$ cat src/rtl/vec_pkg.sv
// vec_pkg: shared definitions for the vector result-path blocks.
//   vos_state_t : serializer state encoding (IDLE, STREAM, DONE)
//   VLEN_W(n)   : width of a length/index able to hold 0..n inclusive
package vec_pkg;

   typedef enum logic [1:0] {
      IDLE   = 2'd0,
      STREAM = 2'd1,
      DONE   = 2'd2
   } vos_state_t;

   function automatic int VLEN_W(input int n);
      return $clog2(n) + 1;
   endfunction

endpackage

$ cat src/rtl/vec_snapshot_reg.sv
// vec_snapshot_reg: load-enabled N-entry array register.
//   clk, rst_n : clock, asynchronous active-low clear (all entries to 0)
//   load       : capture d into q on the rising edge
//   d          : N x BITS input array
//   q          : N x BITS registered array
module vec_snapshot_reg #(
   parameter int BITS = 8,
   parameter int N    = 64
) (
   input  logic            clk,
   input  logic            rst_n,
   input  logic            load,
   input  logic [BITS-1:0] d [N],
   output logic [BITS-1:0] q [N]
);

   always_ff @(posedge clk or negedge rst_n) begin
      if (!rst_n) begin
         for (int unsigned i = 0; i < N; i++) q[i] <= '0;
      end else if (load) begin
         for (int unsigned i = 0; i < N; i++) q[i] <= d[i];
      end
   end

endmodule

$ cat src/rtl/vec_out_stream.sv
// vec_out_stream: snapshots a result vector on start and streams its first
// len elements LANES at a time over a valid/ready interface.
//   clk, rst_n : clock, asynchronous active-low reset
//   in, in_len : vector and active length, sampled only on accepted start
//   start      : begin a transfer (honoured only in IDLE)
//   abort      : end the current transfer; done still pulses
//   out_data   : LANES x BITS beat payload (masked lanes read 0)
//   out_keep   : per-lane valid mask
//   out_last   : final beat of the vector
//   out_valid  : beat present
//   out_ready  : sink accepts the beat
//   busy       : not IDLE
//   done       : one-cycle completion pulse
// All outputs decode registered state only; out_ready steers idx/state.
module vec_out_stream
   import vec_pkg::*;
#(
   parameter int BITS  = 8,
   parameter int N     = 64,
   parameter int LANES = 1
) (
   input  logic                   clk,
   input  logic                   rst_n,
   input  logic [BITS-1:0]        in [N],
   input  logic [VLEN_W(N)-1:0]   in_len,
   input  logic                   start,
   input  logic                   abort,
   output logic [BITS-1:0]        out_data [LANES],
   output logic [LANES-1:0]       out_keep,
   output logic                   out_last,
   output logic                   out_valid,
   input  logic                   out_ready,
   output logic                   busy,
   output logic                   done
);

   localparam int LW = VLEN_W(N);
   localparam int IW = $clog2(N);

   vos_state_t      state, state_nxt;
   logic [LW-1:0]   idx, len, len_clamp;
   logic [BITS-1:0] snap [N];
   logic            load;
   logic            xfer;

   assign len_clamp = (in_len > LW'(N)) ? LW'(N) : in_len;
   assign load      = (state == IDLE) && start;
   assign xfer      = out_valid && out_ready;

   vec_snapshot_reg #(
      .BITS (BITS),
      .N    (N)
   ) u_snap (
      .clk   (clk),
      .rst_n (rst_n),
      .load  (load),
      .d     (in),
      .q     (snap)
   );

   // State register
   always_ff @(posedge clk or negedge rst_n) begin
      if (!rst_n) state <= IDLE;
      else        state <= state_nxt;
   end

   // Next-state logic; abort wins over a concurrent transfer
   always_comb begin
      state_nxt = state;
      unique case (state)
         IDLE: begin
            if (start) state_nxt = (len_clamp == '0) ? DONE : STREAM;
         end
         STREAM: begin
            if (abort)                     state_nxt = DONE;
            else if (xfer && out_last)     state_nxt = DONE;
         end
         DONE:    state_nxt = IDLE;
         default: state_nxt = IDLE;
      endcase
   end

   // Length and element index
   always_ff @(posedge clk or negedge rst_n) begin
      if (!rst_n) begin
         idx <= '0;
         len <= '0;
      end else if (load) begin
         idx <= '0;
         len <= len_clamp;
      end else if ((state == STREAM) && !abort && xfer) begin
         idx <= idx + LW'(LANES);
      end
   end

   // Output decode
   always_comb begin
      out_valid = (state == STREAM);
      busy      = (state != IDLE);
      done      = (state == DONE);
      out_last  = (state == STREAM) &&
                  (({1'b0, idx} + (LW+1)'(LANES)) >= {1'b0, len});
   end

   // Lane mux: lane g carries element idx+g when it lies below len.
   // The snapshot index is only used when pos < len <= N, so the low
   // IW bits are always in range.
   for (genvar g = 0; g < LANES; g++) begin : g_lane
      logic [LW:0] pos;
      always_comb begin
         pos         = {1'b0, idx} + (LW+1)'(g);
         out_keep[g] = (state == STREAM) && (pos < {1'b0, len});
         out_data[g] = out_keep[g] ? snap[pos[IW-1:0]] : '0;
      end
   end

endmodule

$ cat config.mk
export PLATFORM = sky130hd
export DESIGN_NAME = vec_out_stream
export DESIGN_NICKNAME = d
export VERILOG_FILES = /design/src/rtl/vec_pkg.sv /design/src/rtl/vec_snapshot_reg.sv /design/src/rtl/vec_out_stream.sv
export SDC_FILE = /design/constraint.sdc
export NUM_CORES = 1
export LEC_CHECK = 0
export ABC_AREA = 1
export CORE_MARGIN = 4
export CORE_UTILIZATION = 52
export DETAILED_ROUTE_END_ITERATION = 8
export GPL_TIMING_DRIVEN = 0
export PLACE_DENSITY = 0.9
export SLEW_MARGIN = 40
export SYNTH_ARGS = -nofsm -noshare
export SYNTH_HDL_FRONTEND = slang
export SYNTH_SLANG_ARGS = --single-unit
$ cat constraint.sdc
create_clock -name clk -period 3.2 [get_ports clk]
set_input_delay 0.8 -clock clk [delete_from_list [all_inputs] [get_ports clk]]
set_output_delay 0.8 -clock clk [all_outputs]
set_load 0.01 [all_outputs]
---- Word level (Yosys, flattened, before mapping) ----
Cells that the tools add are included.
storage, ports and cells
  bits in registers ....................... 528
  input port bits ......................... 524
  output and inout bits ................... 13
  word-level logic and storage cells ...... 103
operators by class
  $add $sub $neg .......................... 2
  $lt $le $gt $ge ......................... 4
  eq/ne operators ......................... 4
  multiplexer cells ....................... 12
  bitwise logic cells ..................... 1
  reductions and logical operators ........ 13
operator list
  cell                 count
  $bmux 8 s6           1
  $mux 8               3
  $mux 7               3
  $add 7x1->8 const B  1
  $ge 8x7->1           1
  $mux 2               4
  $add 7x1->7 const B  1
  $ge 7x7->1 const B   1
  $gt 7x7->1 const B   1
  $logic_and 1x1->1    7
  $logic_not 7->1      1
  $lt 7x7->1           1
  $not 6->7            1
  $pmux 2 s2           1
  $reduce_bool 2->1    2
  $ne 3x2->1 const B   1
  $eq 2x1->1 const B   1
  $eq 2x2->1 const B   1
  $logic_not 2->1      1
  $ne 2x2->1 const B   1
  $reduce_and 2->1     1
  $logic_not 1->1      1

---- Longest topological paths before layout ----
Gate-level depths: netlist (run 1).
  depth in word-level cells ............... 7
  depth in mapped cells ................... 16
  depth with buffers taken out ............ 16

---- Hierarchy ----
From an unflattened synthesis (run 1), not the netlist that was laid out.
second synthesis, totals
  cell total of the unflattened synthesis .. 3448
  area total of the unflattened synthesis .. 25695.9 um^2
by module, submodules not included
  module            instances  cells an instance  area each (um^2)
  vec_snapshot_reg  1          2162               19429.9
  vec_out_stream    1          1286               6266.0

---- Least setup slack after synthesis (run 1) ----
No wires, ideal clock.
  path type ............................... flip-flop to output port
  start ................................... register idx[3]
  end ..................................... output out_last
  arrival time ............................ 2029 ps
  slack ................................... 371 ps
  cell stages (with the launch flop) ...... 13
  path buffers ............................ 2
  path through ............................ dfrtp_1 buf_2 clkinv_1 clkbuf_1 xor2_1 inv_1 ha_1 nand3_1 a21oi_1 nor2_1 o21ai_1 inv_1 nor2_1
between the ends
  longest elaborated chain between the ends .. 3
ends and longest elaborated chain
  what                    line                   source
  start, declared         vec_out_stream.sv:41   logic [LW-1:0] idx, len, len_clamp;
  start signal, assigned  vec_out_stream.sv:92   idx <= idx + LW'(LANES);
  $add 7x1->8             vec_out_stream.sv:102  (({1'b0, idx} + (LW+1)'(LANES)) >= {1'b0, len});
  $ge 8x7->1              vec_out_stream.sv:102
  $logic_and 1x1->1       vec_out_stream.sv:101  out_last = (state == STREAM) &&
  end, declared           vec_out_stream.sv:30   output logic out_last,
No other way between the ends.

---- Worst setup path in the final report (run 1) ----
  start ................................... register idx[4]
  end ..................................... output out_last
The elaborated chain is that of the path after synthesis.

==> reports/summary.txt, run 1 <==
status: complete, but fails checks
failing checks: setup timing
CP required: 2.40 ns
arrival time at the worst endpoint: 2.85 ns
die area: 0.0524 mm²
most frequent CP cell: inv_1
fmax: 274 MHz
ys flop type: dfrtp_1
syn nets: 3992
Area Growth Syn to Fin: 41.5%
Final Setup Violations: 9
GRT Resource Usage Total: 39.8%
pwr/cell area: 947 mW/mm²
crit path launch type: register
final WL: 113 mm
clock sinks: 528
FF-to-FF Start: idx[0]
Slew Viols, Final: 0
most common cell in the netlist: nand2_1
ys async rst share: 100%
worst-path fanout max: 10
initial antenna violation count: 13
share of cells above drive strength 1: 12.9%
Ys Warns: 0
CP max stage delay: 0.41 ns
Least-Margin Pin Slew: 0.890 ns
crit path capture type: output port
RSZ-0062 raised after global routing: yes
Syn Area/Cell: 7.35 µm²
Tmin final: 3.65 ns
Detail Placement HPWL: 79.5 mm
Rel. slew slack: 40.7%
Clock Tree Buf Depth: 3
setup TNS: -3.27 ns
crit path cell chain: clkbuf_2, inv_2, clkbuf_8, o21ai_0, nand2_1, inv_1, ha_1, nand4_1, o21ai_2, inv_1, nor2_1, buf_2
kind of critical path: reg -> out
max cap viols: 0
DP Worst Slack: -0.966 ns
Reg2Reg Setup Slack: 0.84 ns
synth unique cells: 26
Area after DPL: 0.0317 mm²
total CTS buffers: 53
Synth top area share: 52.1%
Initial Utilization: 52.9%
Std-Cell Core Area: 0.0479 mm²
Core Rows: 80
worst min-delay path category: in -> async
post-route design area: 0.0359 mm²
Die H: 229 µm
critical path buffer and inverter count: 6
routed vias/inst: 5.94
vias in the first global route: 26620
Final Hold Vio Count: 0
Syn Std Cell Area: 0.0254 mm²
global-route wire length before repair: 157 mm
synthesized instance count: 3453
Max IR drop VDD: 0.494 mV
final net count: 4637
CTS tree: built
I/O Buffers: 536
CTS Root Cell: clkbuf_16
Die X: 229 µm
Top Family by Delay on Critical Path: buffers and inverters
drt pass-1 iters: 8
Lkg Pwr: 18.0 nW
io pins: 537
Overflow after GRT: 0
reg-to-reg endpoint: state[1]
total power: 34.0 mW
GPL Wtd Cong: 0.986
clock skew: 0.0235 ns
#FFs+latches synth: 528
synth cell count leaders: nand2_1 (2089), dfrtp_1 (528), nand3_1 (489)
placed insts: 4612
synth top area cells: dfrtp_1 (52%), nand2_1 (31%), nand3_1 (9.6%), buf_2 (2.3%), clkbuf_1 (0.89%)
clk_lat worst skew: 0.62 ns
fin crit share: 114%
H-Tree Depth: 2
Reg clk slew, reported paths: 0.06 ns
Reg2Reg Depth: 15
ANT nets after route: 0
Starting DRT DRC Count: 4053
EDFF count, synth: 0
DR vias: 28228
sequential fraction of the synthesis area: 52.1%
routed len/inst: 23.8 µm
post-synth top area cell: dfrtp_1
# DRC: 0
Setup WS post-layout: -0.453 ns
pin count of the biggest net entering global routing: 80
Non-Filler Instances: 4755
CP max stage cell: dfrtp_1
worst reg2reg max path, stage by stage (launching register included):
cell and delay, ns:
dfrtp_1 0.37, buf_6 0.17, buf_12 0.14, nand2_4 0.05, nor2_4 0.15, nand3_2 0.10
xor2_2 0.17, ha_1 0.33, a21oi_2 0.15, o21ai_2 0.08, a21oi_2 0.13, o21ai_2 0.11
nand2_1 0.07, nand2_1 0.08, nand2_1 0.09, nor2_1 0.04
worst max-delay path by stage:
stage          startpoint      endpoint  cells after the start
5_1_grt            idx[4]      out_last                     12
3_5_place_dp       idx[3]      out_last                     13
6_report           idx[4]      out_last                     12
3_3_place_gp        rst_n  u_snap.q[83]                      1
2_1_floorplan      idx[3]      out_last                     12
4_1_cts            idx[0]      out_last                     14
per-stage QoR:
stage,hold WS (ns),utilization [%]
final,0.0923,74.9
after floorplan,0.442,-
after global routing,0.102,74.9
after detailed placement,0.458,66.2
after global placement,0.453,65.7
after CTS,0.0866,71.4
cells by family (layout without fill, tap and decap cells):
logic type,Yosys count,count (layout),synth area share (%)
and+or+nand+nor,2619,2619,41.2
DFF,528,528,52.1
buffers and inverters,258,937,5.21
AOI/OAI and AO/OA,31,31,0.695
adders and majority gates,15,15,0.740
xor gates and xnor gates,2,2,0.0690
other,0,8,0
cell type report:
| cell class | count | area [µm²] |
|---|---|---|
| flip-flops and latches | 528 | 13200 |
| fillers | 3249 | 12100 |
| multi-input cells | 2667 | 12000 |
| repair buffers | 589 | 6260 |
| plain buffers | 225 | 1690 |
| clock buffers | 77 | 1590 |
| well taps | 615 | 769 |
| inverters | 33 | 163 |
| clock inverters | 12 | 158 |
| diodes | 8 | 20.0 |
| repair inverters | 1 | 8.76 |
registers in the layout, indices dropped and copies added, names as in the netlist:
signal    cells
u_snap.q    512
idx           7
len           7
state         2
metal layers:
metal	track usage, %	up-vias	wire length [µm]
met5	0	-	65
met1	49.4	13088	38500
li1	-	12065	-
met2	60.9	2425	49600
met4	26.6	10	9990
met3	11.4	640	15200
cell usage in the layout (no fill, tap or decap), types with 8 or more instances in the layout:
master,count
diode_2,8
dfrtp_1,526
buf_1,9
buf_2,65
o21ai_0,8
nand2_1,2053
buf_6,40
buf_12,28
clkbuf_16,64
nand3_1,339
clkdlybuf4s50_1,525
buf_16,10
ha_1,11
clkbuf_1,59
inv_1,26
nor2_4,14
nand3_4,15
nor2_1,21
nand3_2,135
buf_4,55
nand2_2,32
clkbuf_8,17
report_power, final:
part | switching (mW) | internal (mW) | leakage, nW
Clock | 2.74 | 3.66 | 0.852
Sequential | 2.08 | 9.83 | 6.56
Combinational | 9.95 | 5.73 | 10.6
Total | 14.8 | 19.2 | 18.0
what timing repair did:
item | in CTS | in global routing
pin swaps | 12 | 85
hold buffers | 0 | 0
gates resized for setup | 231 | 260
gates cloned | 2 | 11
setup buffers | 7 | 27
setup endpoints to repair | 10 | 10
Note: power is estimated with default switching activity, not from simulation.
==> run 2, diff against run 1 <==
- ABC_AREA: 1 -> not set
- CORE_UTILIZATION: 52 -> 51
==> run 2 against run 1 <==
Against the previous run: the flow still finishes with violations (setup timing); clock skew increased by 0.015 ns; critical path type unchanged; synthesized cell count decreased by 24%; highest routed layer unchanged; combinational power decreased by 24%; area after synthesis decreased by 4.2%; die area decreased by 2.2%; sequential share of layout area increased by 2.4 points; core utilization decreased by 2.9 points; global-route usage decreased by 3.0 points; critical path depth decreased by 4; largest cell class unchanged; sequential cell count unchanged.
==> reports/summary.txt, run 2 <==
DR vias: 23128 (was 28228)
most common cell in the netlist: nand2_1 (unchanged)
Combinational Power Share: 39.5% (was 46.1%)
routed wl met2: 45.7 mm (was 49.6 mm)
pin count of the biggest net entering global routing: 76 (was 80)
final net count: 3792 (was 4637)
failing checks: setup timing (unchanged)
syn nets: 3151 (was 3992)
post-synth top area cell: dfrtp_1 (unchanged)
commonest non-fill, non-tap cells in the layout: nand2_1 (1557), dfrtp_1 (526), clkdlybuf4s50_1 (525) (was nand2_1 (2053), dfrtp_1 (526), clkdlybuf4s50_1 (525))
initial antenna violation count: 14 (was 13)
#FFs+latches synth: 528 (unchanged)
H-Tree Depth: 2 (unchanged)
Std-Cell Core Area: 0.0469 mm² (was 0.0479 mm²)
Highest Signal Layer: met5 (unchanged)
RSZ-0062 raised after global routing: yes (unchanged)
P_int: 18.8 mW (was 19.2 mW)
Least-Margin Pin Slew: 0.935 ns (was 0.890 ns)
Lkg Pwr: 16.4 nW (was 18.0 nW)
fmax: 261 MHz (was 274 MHz)
Top Family by Delay on Critical Path: multiplexers (was buffers and inverters)
ys flop type: dfrtp_1 (unchanged)
most frequent CP cell: buf_12 (was inv_1)
synth unique cells: 53 (was 26)
die area: 0.0512 mm² (was 0.0524 mm²)
global-route wire length before repair: 141 mm (was 157 mm)
crit path launch type: register (unchanged)
Synth top area share: 54.3% (was 52.1%)
worst min-delay path category: in -> async (unchanged)
Clock Tree Buf Depth: 3 (unchanged)
commonest non-fill, non-tap cell in the layout: nand2_1 (unchanged)
number of flip-flops in the largest register: 512 (unchanged)
Die H: 226 µm (was 229 µm)
Tmin final: 3.83 ns (was 3.65 ns)
filler cell count: 3065 (was 3249)
synth top area cells: dfrtp_1 (54%), nand2_1 (24%), mux4_2 (9.2%), mux4_1 (1.5%), clkbuf_1 (1.3%) (was dfrtp_1 (52%), nand2_1 (31%), nand3_1 (9.6%), buf_2 (2.3%), clkbuf_1 (0.89%))
Reg area: 0.0132 mm² (unchanged)
kind of critical path: reg -> out (unchanged)
total CTS buffers: 53 (unchanged)
GPL Wtd Cong: 0.936 (was 0.986)
max cap viols: 0 (unchanged)
clock sinks: 528 (unchanged)
Final Hold Vio Count: 0 (unchanged)
largest register by flop count: u_snap.q (unchanged)
GRT Resource Usage Total: 36.8% (was 39.8%)
synth cell count leaders: nand2_1 (1563), dfrtp_1 (528), mux4_2 (99) (was nand2_1 (2089), dfrtp_1 (528), nand3_1 (489))
CP max stage delay: 0.61 ns (was 0.41 ns)
pwr/cell area: 902 mW/mm² (was 947 mW/mm²)
Setup WS post-layout: -0.626 ns (was -0.453 ns)
met3 wire length: 11.2 mm (was 15.2 mm)
footprint of the multi-input gates: 0.0106 mm² (was 0.0120 mm²)
EDFF count, synth: 0 (unchanged)
Reg clk slew, reported paths: 0.07 ns (was 0.06 ns)
ANT nets after route: 0 (unchanged)
Starting DRT DRC Count: 2830 (was 4053)
drt pass-1 iters: 8 (unchanged)
Final Setup Violations: 10 (was 9)
CP required: 2.40 ns (about the same)
CP max stage cell: mux4_2 (was dfrtp_1)
CTS Root Cell: clkbuf_16 (unchanged)
crit path cell chain: buf_12, buf_12, mux4_2, a22oi_2, nand3_2, o21ai_4, and4bb_1, buf_6 (was clkbuf_2, inv_2, clkbuf_8, o21ai_0, nand2_1, inv_1, ha_1, nand4_1, o21ai_2, inv_1, nor2_1, buf_2)
Sequential Power Share: 38.8% (was 35.0%)
status: complete, but fails checks (unchanged)
Rel. slew slack: 37.7% (was 40.7%)
ys async rst share: 100% (unchanged)
M1 WL: 33.5 mm (was 38.5 mm)
biggest regs: u_snap.q: 512 flops, idx: 7 flops, len: 7 flops (unchanged)
vias in the first global route: 23838 (was 26620)
routed len/inst: 24.8 µm (was 23.8 µm)
Syn Std Cell Area: 0.0243 mm² (was 0.0254 mm²)
arrival time at the worst endpoint: 3.03 ns (was 2.85 ns)
Syn Area/Cell: 9.31 µm² (was 7.35 µm²)
io pins: 537 (unchanged)
# hold bufs at CTS: 0 (unchanged)
Die X: 226 µm (was 229 µm)
Detail Placement HPWL: 68.7 mm (was 79.5 mm)
final WL: 97.2 mm (was 113 mm)
crit path capture type: output port (unchanged)
I/O Buffers: 536 (unchanged)
synthesized instance count: 2612 (was 3453)
Hold Slack: 0.177 ns (was 0.0923 ns)
routed vias/inst: 5.91 (was 5.94)
worst-path fanout max: 8 (was 10)
share of cells above drive strength 1: 12.9% (about the same)
net switching power: 11.6 mW (was 14.8 mW)
Overflow after GRT: 0 (unchanged)
CTS tree: built (unchanged)
critical path buffer and inverter count: 3 (was 6)
Ys Warns: 0 (unchanged)
DP Worst Slack: -1.15 ns (was -0.966 ns)
Max IR drop VDD: 0.555 mV (was 0.494 mV)
sequential fraction of the synthesis area: 54.3% (was 52.1%)
Slew Viols, Final: 0 (unchanged)
# DRC: 0 (unchanged)
clk_lat worst skew: 0.63 ns (was 0.62 ns)
setup TNS: -5.09 ns (was -3.27 ns)
Area Growth Syn to Fin: 38.7% (was 41.5%)
Core Rows: 79 (was 80)
clock skew: 0.0380 ns (was 0.0235 ns)
Sw Share: 38.2% (was 43.5%)
fin crit share: 120% (was 114%)
Initial Utilization: 51.9% (was 52.9%)
clock power share: 21.7% (was 18.8%)
==> run 2: cell count changes after synthesis, sizes merged, moves of 8 or more <==
| cell | delta |
|---|---|
| clkbuf | +26 |
| mux2i | +31 |
| inv | -19 |
| buf | -85 |
| mux4 | +113 |
| o22ai | +8 |
| a211oi | +11 |
| nor2 | -32 |
| a22oi | +40 |
| nand2 | -526 |
| nand3 | -473 |
==> run 2: logic make-up (layout without fill, tap and decap cells) <==
kind of cell	Yosys count	after routing	synth area share (%)
other cells	0	11	0
simple gates	1627	1627	25.8
buf+inv	178	859	3.59
xor+xnor	5	5	0.180
flops	528	528	54.3
mux	147	147	12.1
compound gates	112	112	3.20
fa+ha+maj	15	15	0.772
==> run 2: final cells by class <==
cell class	count	area share (%)
sequential	528	39.2
clock buffer	71	4.46
antenna	11	0.0816
timing repair buffer	587	17.9
tap	607	2.25
multi-input combinational	1906	31.5
clock inverter	24	0.920
buffer	165	3.49
inverter	12	0.148
==> run 2: path summary, 6_finish.rpt <==
path                          startpoint             to  slack [ns]  cells after the start
max                               idx[0]    out_data[5]       -0.63                      8
min                                rst_n    u_snap.q[1]        0.18                      1
max reg2reg                     state[0]  u_snap.q[458]        0.44                      6
min reg2reg                u_snap.q[215]  u_snap.q[215]        0.47                      2
max in group asynchronous          rst_n  u_snap.q[273]        1.18                      5
min in group clk           u_snap.q[215]  u_snap.q[215]        0.47                      2
==> run 2: what timing repair did <==
item / 4_1_cts / 5_1_grt
gates cloned: 3 / 4
setup buffers: 31 / 7
gates resized for setup: 215 / 51
setup endpoints to repair: 16 / 11
pin swaps: 41 / 16
==> run 2: per-stage QoR <==
step | std cells | instance area [µm²] | util, % | power [mW]
finish | 3911 | 33700 | 72.0 | 30.4
global route | 3910 | 33700 | 72.0 | 31.8
CTS | 3890 | 33400 | 71.2 | 29.7
detailed placement | 3762 | 30600 | 65.4 | 22.2
global placement | 3755 | 30400 | 65.0 | 21.6
floorplan | 2612 | 24300 | - | 17.9
==> run 2: layer usage <==
layer | vias up | GRT usage (%)
met5 | - | 0
met4 | 8 | 19.9
met3 | 475 | 9.52
met2 | 1763 | 59.7
met1 | 11141 | 45.6
li1 | 9741 | -
==> run 2: power groups by stage <==
stage	combinational, mW	sequential, mW	clock [mW]
after detailed placement	10.6	11.6	0
final	12.0	11.8	6.60
after floorplan	6.86	11.0	0
after CTS	11.5	11.6	6.55
after global placement	10.1	11.5	0
after global routing	13.0	12.0	6.85
